==> config.mk <==
export PLATFORM = sky130hd
export DESIGN_NAME = bp_update_scheduler
export DESIGN_NICKNAME = d
export VERILOG_FILES = /design/src/rtl/bp_update_scheduler.sv
export SDC_FILE = /design/constraint.sdc
export NUM_CORES = 1
export LEC_CHECK = 0
export ABC_CLOCK_PERIOD_IN_PS = 4300
export CORE_AREA = 2 2 75 77
export CTS_CLUSTER_DIAMETER = 120
export DETAILED_ROUTE_END_ITERATION = 10
export DIE_AREA = 0 0 77 79
export GPL_ROUTABILITY_DRIVEN = 0
export PLACE_DENSITY = 0.68
export SYNTH_ARGS = -nofsm -noshare
export SYNTH_HDL_FRONTEND = slang
export SYNTH_SLANG_ARGS = --single-unit
==> constraint.sdc <==
create_clock -name clk_in -period 4.3 [get_ports clk_in]
set_input_delay 1.075 -clock clk_in [delete_from_list [all_inputs] [get_ports clk_in]]
set_output_delay 1.075 -clock clk_in [all_outputs]
set_load 0.05 [all_outputs]
==> src/rtl/bp_update_scheduler.sv <==
// Shares the single-ported branch-history table between fetch lookups and buffered commit updates.
// Zero-latency combinational arbitration; an aged or full update queue stalls fetch, and upd_full back-pressures the ROB.
module bp_update_scheduler #(
  parameter int DEPTH      = 4,
  parameter int IDX_W      = 6,
  parameter int HASH_PRIME = 337,
  parameter int MAX_WAIT   = 3
) (
  input  logic             clk_in,
  input  logic             rst_in,
  input  logic             rdy_in,
  input  logic             lookup_req,
  input  logic [31:0]      lookup_pc,
  output logic             lookup_grant,
  output logic             stall_fetch,
  input  logic             upd_valid,
  input  logic [31:0]      upd_pc,
  input  logic             upd_taken,
  output logic             upd_full,
  output logic             tbl_en,
  output logic             tbl_we,
  output logic [IDX_W-1:0] tbl_idx,
  output logic             tbl_taken
);

  localparam int PTR_W  = $clog2(DEPTH);
  localparam int CNT_W  = PTR_W + 1;
  localparam int WAIT_W = $clog2(MAX_WAIT + 1);

  typedef struct packed {
    logic [31:0] pc;
    logic        taken;
  } upd_ent_t;

  upd_ent_t          fifo_mem [DEPTH];
  logic [PTR_W-1:0]  wr_ptr, rd_ptr;
  logic [CNT_W-1:0]  count, count_nxt;
  logic [WAIT_W-1:0] wait_cnt, wait_nxt;

  upd_ent_t head;
  logic     active, force_drain, drain, lookup, push;

  function automatic logic [IDX_W-1:0] pc_hash(input logic [31:0] pc);
    logic [31:0] prod;
    prod = pc * 32'(HASH_PRIME);
    return prod[IDX_W-1:0];
  endfunction

  assign upd_full = (count == CNT_W'(DEPTH));
  assign head     = fifo_mem[rd_ptr];

  always_comb begin
    active       = rdy_in && !rst_in;
    force_drain  = upd_full || (wait_cnt == WAIT_W'(MAX_WAIT));
    drain        = active && (count != '0) && (!lookup_req || force_drain);
    lookup       = active && lookup_req && !drain;
    push         = rdy_in && upd_valid && !upd_full;

    lookup_grant = lookup;
    // While paused fetch is held regardless of whether it is requesting.
    stall_fetch  = !rst_in && (!rdy_in || (drain && lookup_req));
    tbl_en       = drain || lookup;
    tbl_we       = drain;
    tbl_taken    = drain && head.taken;
    tbl_idx      = '0;
    if (drain)
      tbl_idx = pc_hash(head.pc);
    else if (lookup)
      tbl_idx = pc_hash(lookup_pc);

    count_nxt = count + CNT_W'(push) - CNT_W'(drain);

    wait_nxt = wait_cnt;
    if (drain || (count_nxt == '0))
      wait_nxt = '0;
    else if (lookup && (count != '0) && (wait_cnt != WAIT_W'(MAX_WAIT)))
      wait_nxt = wait_cnt + WAIT_W'(1);
  end

  always_ff @(posedge clk_in) begin
    if (rst_in) begin
      wr_ptr   <= '0;
      rd_ptr   <= '0;
      count    <= '0;
      wait_cnt <= '0;
    end else if (rdy_in) begin
      if (push)
        wr_ptr <= wr_ptr + PTR_W'(1);
      if (drain)
        rd_ptr <= rd_ptr + PTR_W'(1);
      count    <= count_nxt;
      wait_cnt <= wait_nxt;
    end
  end

  // Storage has no reset; entries are only visible through count.
  always_ff @(posedge clk_in) begin
    if (push && !rst_in)
      fifo_mem[wr_ptr] <= '{pc: upd_pc, taken: upd_taken};
  end

endmodule

==> summary.md <==
| Metric | Value |
|---|---|
| DPL Wire Length | 2.41 mm |
| Insertion delay to the later sink of the worst-skew pair | 0.29 ns |
| Cts bufs inserted | 5 |
| Post-synth ARST share | 0% |
| Cell Chain, Critical Path | clkdlybuf4s50_1 > and2b_1 > o311a_1 > buf_4 > nand2_1 > a21oi_1 > buf_12 |
| Post-Place Setup Slack | 0.194 ns |
| Final Hold Vio Count | 0 |
| Post-CTS Hold Buffers | 0 |
| Cell count after synthesis | 123 |
| Root buffer cell | clkbuf_8 |
| Crit path max-delay cell type | clkdlybuf4s50_1 |
| Run status | finished, final reports clean |
| Max-Slew Margin vs Limit | 66.7% |
| Worst Path Max Fanout | 14 |
| Syn Nets | 203 |
| Count of different cell masters after synthesis | 33 |
| Cell Rows | 27 |
| IO Port Bufs | 29 |
| Detailed-route DRC error count | 0 |
| Sort of element at the start of the critical path | primary input |
| Per-instance average area after synthesis | 14.7 µm² |
| Actual slew at the worst max-slew pin | 0.497 ns |
| Most frequent cells in the layout | edfxtp_1 (28), clkdlybuf4s50_1 (18), dfxtp_1 (11) |
| Total power density per cell area | 387 mW/mm² |
| Core area | 0.00534 mm² |
| Via/cell ratio | 4.77 |
| Data arrival time of the critical path | 2.91 ns |
| Tightest Hold Check Type | reg2reg |
| Worst setup slack for register-to-register paths | 1.23 ns |
| Setup Fix Bufs, Post-CTS | 0 |
| Count of flip-flops with a built-in enable after synthesis | 28 |
| Sequential fraction of the synthesis area | 58.5% |
| Synthesis Warnings | 0 |
| Clock transition at the registers of the reported paths | 0.07 ns |
| Final number of setup-violating endpoints | 0 |
| Slowest stage delay, CP | 0.64 ns |
| CTS tree | done |
| Vias in the first global route | 1,100 |
| Total die area | 0.00608 mm² |
| Primary FF master, synth | edfxtp_1 |
| Wire length of the first global-routing pass | 5.38 mm |
| Largest delay contributor family on the critical path | buffers and inverters |
| Max Fclk | 0.251 GHz |
| # diodes | 0 |
| Routed WL per cell | 14.2 µm |
| RSZ-0062 raised after global routing | no |
| Data required time at the worst endpoint | 3.22 ns |
| Die H | 79 µm |
| Leading cell type in the layout, fill and taps excluded | edfxtp_1 |
| Clock sinks | 39 |
| Top Ports | 82 |
| #FFs+latches synth | 39 |
| Fraction of layout instances using a drive strength above 1 | 21.5% |
| Clk_skew | 0.00181 ns |
| Final antenna-violating net count | 0 |
| Summed instance area of the synthesized netlist | 0.00181 mm² |
| Starting density of the core | 34.0% |
| Largest net degree at the start of global routing | 15 |
| Crit Path Class | in2out |
| Leakage | 0.872 nW |
| Fill cell total of the finished layout | 502 |
| Total negative setup slack | 0 ns |
| Buffers plus inverters on the worst setup path | 3 |
| Type of element capturing the critical path | output port |
| Total gr overflow | 0 |
| Vias | 1,097 |
| Max-capacitance violation count | 0 |
| Maximum vdd ir drop | 0.120 mV |
| Final Cycle Share | 92.6% |
| Number of antenna violations at the first check in global routing | 0 |
| Total wire length after detailed routing | 3.27 mm |
| DRT Pass-1 Iters | 4 |
| Violation count after the first detailed-route iteration | 78 |
| Final critical-path setup slack | 0.318 ns |
| Pins over their slew limit | 0 |
| Number of H-tree levels | 2 |
| Layout net count | 237 |
| Final critical-path required period | 3.98 ns |
| Number of gates resized after CTS | 0 |
| Number of buffers on the longest clock path | 2 |
| Layout-stage area growth over the synthesis result | 31.6% |
| Die X | 77 µm |
| GR Util All Layers | 11.8% |
==> Yosys cell counts (2+ instances only) <==
cell type	count	area share (%)
a21oi_1	2	0.55
a22o_1	6	2.9
and2_1	5	1.7
buf_6	2	1.2
clkbuf_1	2	0.41
dfxtp_1	11	12
edfxtp_1	28	46
ha_1	9	6.2
inv_1	6	1.2
mux2i_1	2	1.1
mux4_2	7	8.7
nand2_1	4	0.83
nand3_1	2	0.55
nand3b_1	3	1.2
nor2_1	10	2.1
o21ai_0	2	0.55
xnor2_1	5	2.4
xor2_1	2	0.97
==> routing by layer <==
metal / global-route usage, % / up-vias / part of all wire [%] / wire (µm)
met5: 0 / - / 0 / 0
met4: 6.96 / 0 / 2.6 / 84
met3: 3.52 / 5 / 5.6 / 184
met2: 19.8 / 31 / 50 / 1640
met1: 13.4 / 535 / 42 / 1360
li1: - / 526 / - / -
==> worst reg2reg max path, stage by stage, from the launching register on <==
cell      delay (ns)
dfxtp_1         0.39
or3b_2          0.50
nand3_1         0.21
ha_1            0.27
inv_1           0.05
ha_1            0.12
inv_1           0.05
fa_1            0.41
xnor3_2         0.28
a32oi_1         0.17
a2111o_1        0.44
a21oi_2         0.11
==> layout make-up <==
type / instances / area (µm²) / share of cell area [%]
Sequential cell: 39 / 1060 / 44.4
Multi-Input combinational cell: 73 / 696 / 29.1
Timing Repair Buffer: 32 / 410 / 17.2
Tap cell: 72 / 90.1 / 3.77
Clock buffer: 5 / 68.8 / 2.88
Clock inverter: 3 / 38.8 / 1.62
Inverter: 6 / 22.5 / 0.943
==> kinds of logic (layout without fill, tap and decap cells) <==
kind of cell    count (synthesis)  count (layout)  share of synthesized area [%]
flops                          39              39                           58.5
simple gates                   28              28                           8.14
compound gates                 17              17                           7.52
buf+inv                        11              46                           3.17
fa+ha+maj                      10              10                           7.31
xor+xnor                        9               9                           5.59
mux                             9               9                           9.79
==> registers in the layout, indices dropped and copies added, names as in the netlist, named ones only <==
register	count
count	3
fifo_mem	28
rd_ptr	2
wait_cnt	2
wr_ptr	2
==> power by group <==
group          switching (W)  internal (W)
Sequential         0.0000151      0.000417
Clock               0.000125      0.000170
Combinational      0.0000974     0.0000984
==> path summary, 6_finish.rpt <==
kind / from / depth (start not counted) / to
max: rdy_in / 7 / stall_fetch
min: wait_cnt[1] / 2 / wait_cnt[1]
min reg2reg: wait_cnt[1] / 2 / wait_cnt[1]
max reg2reg: count[1] / 11 / wait_cnt[0]
==> per-stage QoR <==
stage,std cells,area (µm²),power [W],utilization [%],hold WS (ns)
floorplan,123,1810,0.000562,-,0.461
global placement,222,2280,0.000629,42.7,0.471
detailed placement,222,2280,0.000638,42.7,0.481
CTS,230,2390,0.000930,44.7,0.498
global route,230,2390,0.000965,44.7,0.533
finish,230,2390,0.000923,44.7,0.496
No activity file was read; power rests on OpenSTA's default activity.
